--- config.mk ---
export PLATFORM = sky130hd
export DESIGN_NAME = pipelined_addsub
export DESIGN_NICKNAME = d
export VERILOG_FILES = /design/src/rtl/pipelined_addsub.sv
export SDC_FILE = /design/constraint.sdc
export NUM_CORES = 1
export LEC_CHECK = 0
export CAP_MARGIN = 25
export CORE_MARGIN = 5
export CORE_UTILIZATION = 45
export DETAILED_ROUTE_END_ITERATION = 10
export GPL_TIMING_DRIVEN = 0
export PLACE_DENSITY = 0.67
export SLEW_MARGIN = 20
export SYNTH_ARGS = -nofsm -noshare
export SYNTH_HDL_FRONTEND = slang
export SYNTH_SLANG_ARGS = --single-unit
--- constraint.sdc ---
create_clock -name clk -period 2.6 [get_ports clk]
set_clock_uncertainty 0.05 [all_clocks]
set_input_delay 0.52 -clock clk [delete_from_list [all_inputs] [get_ports clk]]
set_output_delay 0.52 -clock clk [all_outputs]
set_load 0.03 [all_outputs]
--- src/rtl/pipelined_addsub.sv ---
// Pipelined N-bit adder/subtractor: the carry chain is cut into STAGES equal
// segments, each followed by a register, with a whole-pipe valid/ready stall.
module pipelined_addsub #(
   parameter int N      = 32,
   parameter int STAGES = 4
) (
   input  logic         clk,
   input  logic         rst_n,
   input  logic         in_valid,
   output logic         in_ready,
   input  logic [N-1:0] a,
   input  logic [N-1:0] b,
   input  logic         cin,
   input  logic         sub,
   output logic         out_valid,
   input  logic         out_ready,
   output logic [N-1:0] sum,
   output logic         cout,
   output logic         ovf
);

   localparam int W = N / STAGES;
   localparam int L = STAGES - 1;

   if (N < 2 || STAGES < 1 || STAGES > N || (N % STAGES) != 0) begin : g_param_check
      $error("pipelined_addsub: N must be >= 2 and a multiple of STAGES, 1 <= STAGES <= N");
   end

   // Handshake: a beat moves on a rising edge when valid && ready on that side.
   // The whole pipe shifts together whenever the output slot is empty or drained.
   logic advance;

   // Stage registers: skewed operands, de-skewed partial sums, carry and valid.
   logic [N-1:0] ra [STAGES];
   logic [N-1:0] rb [STAGES];
   logic [N-1:0] rs [STAGES];
   logic         rc [STAGES];
   logic         rv [STAGES];
   logic         rovf;

   // Values presented to each segment and the values it produces.
   logic [N-1:0] pa  [STAGES];
   logic [N-1:0] pb  [STAGES];
   logic [N-1:0] ps  [STAGES];
   logic         pc  [STAGES];
   logic         pv  [STAGES];
   logic [N-1:0] ns  [STAGES];
   logic         nc  [STAGES];
   logic [W:0]   seg [STAGES];
   logic         novf;

   assign advance = !rv[L] || out_ready;

   always_comb begin
      pa[0] = a;
      pb[0] = sub ? ~b : b;
      ps[0] = '0;
      pc[0] = sub | cin;
      pv[0] = in_valid;
      for (int k = 1; k < STAGES; k++) begin
         pa[k] = ra[k-1];
         pb[k] = rb[k-1];
         ps[k] = rs[k-1];
         pc[k] = rc[k-1];
         pv[k] = rv[k-1];
      end
      for (int k = 0; k < STAGES; k++) begin
         seg[k] = {1'b0, pa[k][k*W +: W]} + {1'b0, pb[k][k*W +: W]} + {{W{1'b0}}, pc[k]};
         ns[k]  = ps[k];
         ns[k][k*W +: W] = seg[k][W-1:0];
         nc[k]  = seg[k][W];
      end
      // Carry into the MSB is recovered from the MSB sum bit and its operands.
      novf = nc[L] ^ pa[L][N-1] ^ pb[L][N-1] ^ ns[L][N-1];
   end

   always_ff @(posedge clk or negedge rst_n) begin
      if (!rst_n) begin
         for (int k = 0; k < STAGES; k++) begin
            ra[k] <= '0;
            rb[k] <= '0;
            rs[k] <= '0;
            rc[k] <= 1'b0;
            rv[k] <= 1'b0;
         end
         rovf <= 1'b0;
      end else if (advance) begin
         for (int k = 0; k < STAGES; k++) begin
            ra[k] <= pa[k];
            rb[k] <= pb[k];
            rs[k] <= ns[k];
            rc[k] <= nc[k];
            rv[k] <= pv[k];
         end
         rovf <= novf;
      end
   end

   assign in_ready  = advance;
   assign out_valid = rv[L];
   assign sum       = rs[L];
   assign cout      = rc[L];
   assign ovf       = rovf;

endmodule
* Yosys cells after proc, flatten, opt, wreduce, memory -nomap -nowiden *
Index checks and enable logic that the tools add are counted.

storage, ports and cells
  output and inout bits = 36
  bits in latches = 0
  memory bits (read-only) = 0
  memories kept = 0
  input bits = 70
  flip-flop bits (word level) = 281
  word-level logic and storage cells = 35
  RAM bits = 0

operators by class
  $mul = 0
  add/subtract/negate cells = 8
  div/mod/pow operators = 0
  shift operators = 0
  bitwise logic cells = 5
  reductions and logical operators = 2
  equal/unequal tests = 0
  $lt $le $gt $ge = 0
  mux-type cells = 1

operators by type and width
  kind                number
  $add A8 B8 Y9       4
  $add A9 B1 Y9       4
  $mux W32            1
  $not A32 Y32        1
  $xor A1 B1 Y1       3
  $logic_not A1 Y1    1
  $logic_or A1 B1 Y1  1
  $or A1 B1 Y1        1

* Longest topological paths before layout *
  depth after elaboration = 5
  gate-level depth with buffers = 11
  depth with buffers taken out = 10

* Least setup slack after synthesis *
No wires, ideal clock.

  path kind = input -> register
  start point = in sub
  end point = reg rs (netlist bit ns[70])
  required time = 2.416 ns
  path buffers = 2
  setup slack = -0.415 ns
  stages on the path = 11
  arrival time = 2.831 ns
  library setup time = 0.134 ns
  cell sequence = clkbuf_1 -> buf_2 -> or2_2 -> fa_1 -> fa_1 -> a21o_1 -> a21oi_1 -> o21bai_1 -> a21oi_1 -> xor2_1 -> o21ai_0

on the way
  longest elaborated chain between the ends = 3
  elaborated cells on any way between the ends = 4
  those cells by class = add/sub: 2; mux: 1; bitwise: 1

RTL lines
  element                         RTL line  source
  start: declaration              14        input logic sub,
  $mux W32                        56        pb[0] = sub ? ~b : b;
  $add A8 B8 Y9                   68        seg[k] = {1'b0, pa[k][k*W +: W]} + {1'b0, pb[k][k*W +: W]} + {{W{1'b0}}, pc[k]};
  $add A9 B1 Y9 (*)               68
  end signal: indexed assignment  91        rs[k] <= ns[k];
  end: declaration                36        logic [N-1:0] rs [STAGES];

Every way passes the cells marked *; elsewhere a longest branch is shown, timed or not.
A chain may end at the register's enable or synchronous reset.

* Worst setup path in the final report *
  start point = in out_ready
  end point = out in_ready

on the way
  longest elaborated chain between the ends = 1

RTL lines
  element             RTL line  source
  start: declaration  16        input logic out_ready,
  $logic_or A1 B1 Y1  52        assign advance = !rv[L] || out_ready;
  end: declaration    10        output logic in_ready,

Every way passes these cells.

==> metrics.txt <==
non-filler instance count after layout 1,283; WS Path Type in -> out; NumNets Final 1,147; power density cells 1240 mW/mm^2; vias in the first global route 6,299; Least-Margin Pin Slew 708 ps; Max IR drop VDD 0.677 mV; CP max FO 19; total CTS buffers 17; global-route wire length before repair 32.0 mm; area growth from synthesis to layout 25.0%; startpoint types input port; largest cells by area after synthesis dfrtp_1 (56%), nand2_1 (19%), ha_1 (4.2%), xnor2_1 (3.5%), o21ai_0 (3.0%); Comb pwr share 40.8%; Max-Cap Viols 0; initial antenna violation count 0; sequential share of the synthesized area 55.8%; number of H-tree levels 4; setup TNS 0 ps; RSZ-0062 raised after global routing false; clock sink total 185; syn nets 1,022; fin crit period 2510 ps; Cells after DPL 1,251; crit end category output port; Required @ worst endpoint 2030 ps; Synth cell types 37; largest area contributor in the netlist dfrtp_1; fill cell count 1,658; Die Ht 146 um; clock power share 20.9%; Fin. Hold Viols 0; ys flop type dfrtp_1; drt drc 0; vias 6,255; I/O Pins 106; DRT Pass-1 Iters 4; Max transition margin 52.8%; mean number of vias per cell 4.88; layout cells sized above 1 5.41%; Post-Syn Area 0.00829 mm^2; Pint 7890 uW; TritonCTS clock tree built; post-route clock period utilization 96.4%; post-synth top area share 55.8%; area of the multi-input gates 0.00342 mm^2; worst slack at placement -905 ps; Critical Path AT 1940 ps; row count 49; Initial Util 45.9%; Sw Ratio 38.7%; Leak Pwr 0.00505 uW; largest net degree at the start of global routing 71; Post-CTS Setup Inserts 0; drt wl/cell 15.0 um; Async SR Flop Fraction 100%; EDFF count, synth 0; Die X 146 um; Worst-path clk slew 70 ps; Syn Area/Cell 9.05 um^2; endpoints failing setup 0; Max stage delay cell, worst path clkdlybuf4s50_1; Placement Cell Area 0.00972 mm^2; Mapped Cells 916; Antenna Violating Nets Remaining 0; Seq cells post-synth 185; port buffer count 104; status complete, no violations; slowest stage delay, CP 450 ps; DRT iter0 DRCs 329; total grt overflow 0; Final Instance Area 0.0104 mm^2; clk_lat worst skew 430 ps; Final HPWL DP 13.9 mm; Sequential Power Share 38.2%; worst hold path class reg -> reg; Switch Pwr 4980 uW; Synth Warn # 0; CP Cell Sequence clkdlybuf4s50_1, nor2b_1, buf_2, inv_1, buf_6, clkdlybuf4s15_2; Core Area 0.0181 mm^2; gr usage total 18.8%; Reg area 0.00463 mm^2; Total Wirelength 19.2 mm; Final Wtd Congestion 0.822; die area 0.0212 mm^2; worst setup margin 93.7 ps; Max Buffers Root-to-Sink 2; overall power 12,900 uW; ANT cells 0; pins over their slew limit 0; clock root buffer clkbuf_16; Highest Clock Rate 399 MHz
[flip-flops by register name (all words and copies together) (netlist names)]
| register | count |
|---|---|
| cout | 1 |
| ns | 48 |
| out_valid | 1 |
| ovf | 1 |
| pa | 48 |
| pb | 48 |
| pc | 3 |
| pv | 3 |
| sum | 32 |
[worst paths after layout]
kind | startpoint | endpoint | slack, ps | cells after the start
max | out_ready | in_ready | 90 | 6
min | ns[67] | ns[35] | 410 | 2
max reg2reg | pb[24] | ovf | 230 | 10
min reg2reg | ns[67] | ns[35] | 410 | 2
max in group asynchronous | rst_n | sum[15] | 950 | 4
min in group asynchronous | rst_n | pa[89] | 530 | 2
[through the flow]
step,hold slack [ps],util (%)
2_1_floorplan,174,-
3_3_place_gp,393,53.4
4_1_cts,406,57.3
3_5_place_dp,399,53.8
6_report,412,57.3
5_1_grt,428,57.3
[metal layers]
layer  global-route usage, %  wire length, um
met5                       0                0
met4                    5.08              265
met3                    4.80              894
met2                    30.4             9060
met1                    25.3             8960
[cell usage after synthesis (all sizes together) (6+ instances only)]
cell type and instances:
nand2 423, dfrtp 185, o21ai 54, a21oi 33, xnor2 33, ha 28, clkbuf 25, inv 22
xor2 21, buf 20, nor2 19, fa 8, a21o 6
[power by group through the flow]
| stage | sequential [uW] | clock (uW) | combinational, uW |
|---|---|---|---|
| 2_1_floorplan | 5280 | 0 | 3100 |
| 3_3_place_gp | 4940 | 0 | 5130 |
| 3_5_place_dp | 4970 | 0 | 5240 |
| 4_1_cts | 4920 | 2740 | 5290 |
| 5_1_grt | 5070 | 2860 | 5950 |
| 6_report | 4920 | 2700 | 5260 |
[final cells by class]
| class | instances | share of cell area [%] |
|---|---|---|
| flip-flops and latches | 185 | 44.7 |
| inverters | 22 | 0.797 |
| clock inverters | 13 | 1.62 |
| multi-input cells | 664 | 33.0 |
| clock buffers | 19 | 4.37 |
| plain buffers | 44 | 2.10 |
| repair buffers | 107 | 10.7 |
| well taps | 229 | 2.76 |
[cells by family (layout without fill, tap and decap cells)]
group | count (synthesis) | in the layout | share of synthesized area (%)
AOI/OAI and AO/OA | 115 | 115 | 7.90
xor gates and xnor gates | 54 | 54 | 5.70
adders and majority gates | 36 | 36 | 6.15
buffers and inverters | 67 | 205 | 3.21
DFF | 185 | 185 | 55.8
and+or+nand+nor | 459 | 459 | 21.2
[repair_timing]
action                                  in CTS  in global routing
endpoints found under the hold margin       49                  0
hold buffers                                 1                  0
gates resized for setup                      5                  2
endpoints found under the setup margin       1                  2
pin swaps                                    0                  0
[critical path: cells and delay by family]
kind	cells	cell delay, ps
buffers and inverters	5	1370
and+or+nand+nor	1	40
[cells in the final DEF (no fill, tap or decap), types with 3 or more instances in the layout]
| cell type | synthesis | final |
|---|---|---|
| buf_2 | 12 | 10 |
| bufinv_16 | 0 | 3 |
| xor2_1 | 21 | 21 |
| nand3_1 | 3 | 3 |
| xnor2_1 | 33 | 33 |
| nand2b_1 | 3 | 3 |
| nor2_1 | 19 | 19 |
| nand2_1 | 423 | 423 |
| o21ai_1 | 4 | 4 |
| buf_1 | 8 | 7 |
| clkdlybuf4s50_1 | 0 | 102 |
| clkbuf_1 | 25 | 24 |
| a21o_1 | 5 | 5 |
| o21ai_0 | 50 | 50 |
| fa_1 | 8 | 6 |
| nor2b_1 | 3 | 3 |
| a31oi_1 | 3 | 3 |
| clkbuf_16 | 0 | 18 |
| inv_1 | 22 | 22 |
| a21oi_1 | 33 | 31 |
| clkinv_4 | 0 | 4 |
| dfrtp_1 | 185 | 185 |
| ha_1 | 28 | 28 |
| nor3_1 | 3 | 3 |
| o31ai_1 | 4 | 4 |
No activity file was read; power rests on OpenSTA's default activity.
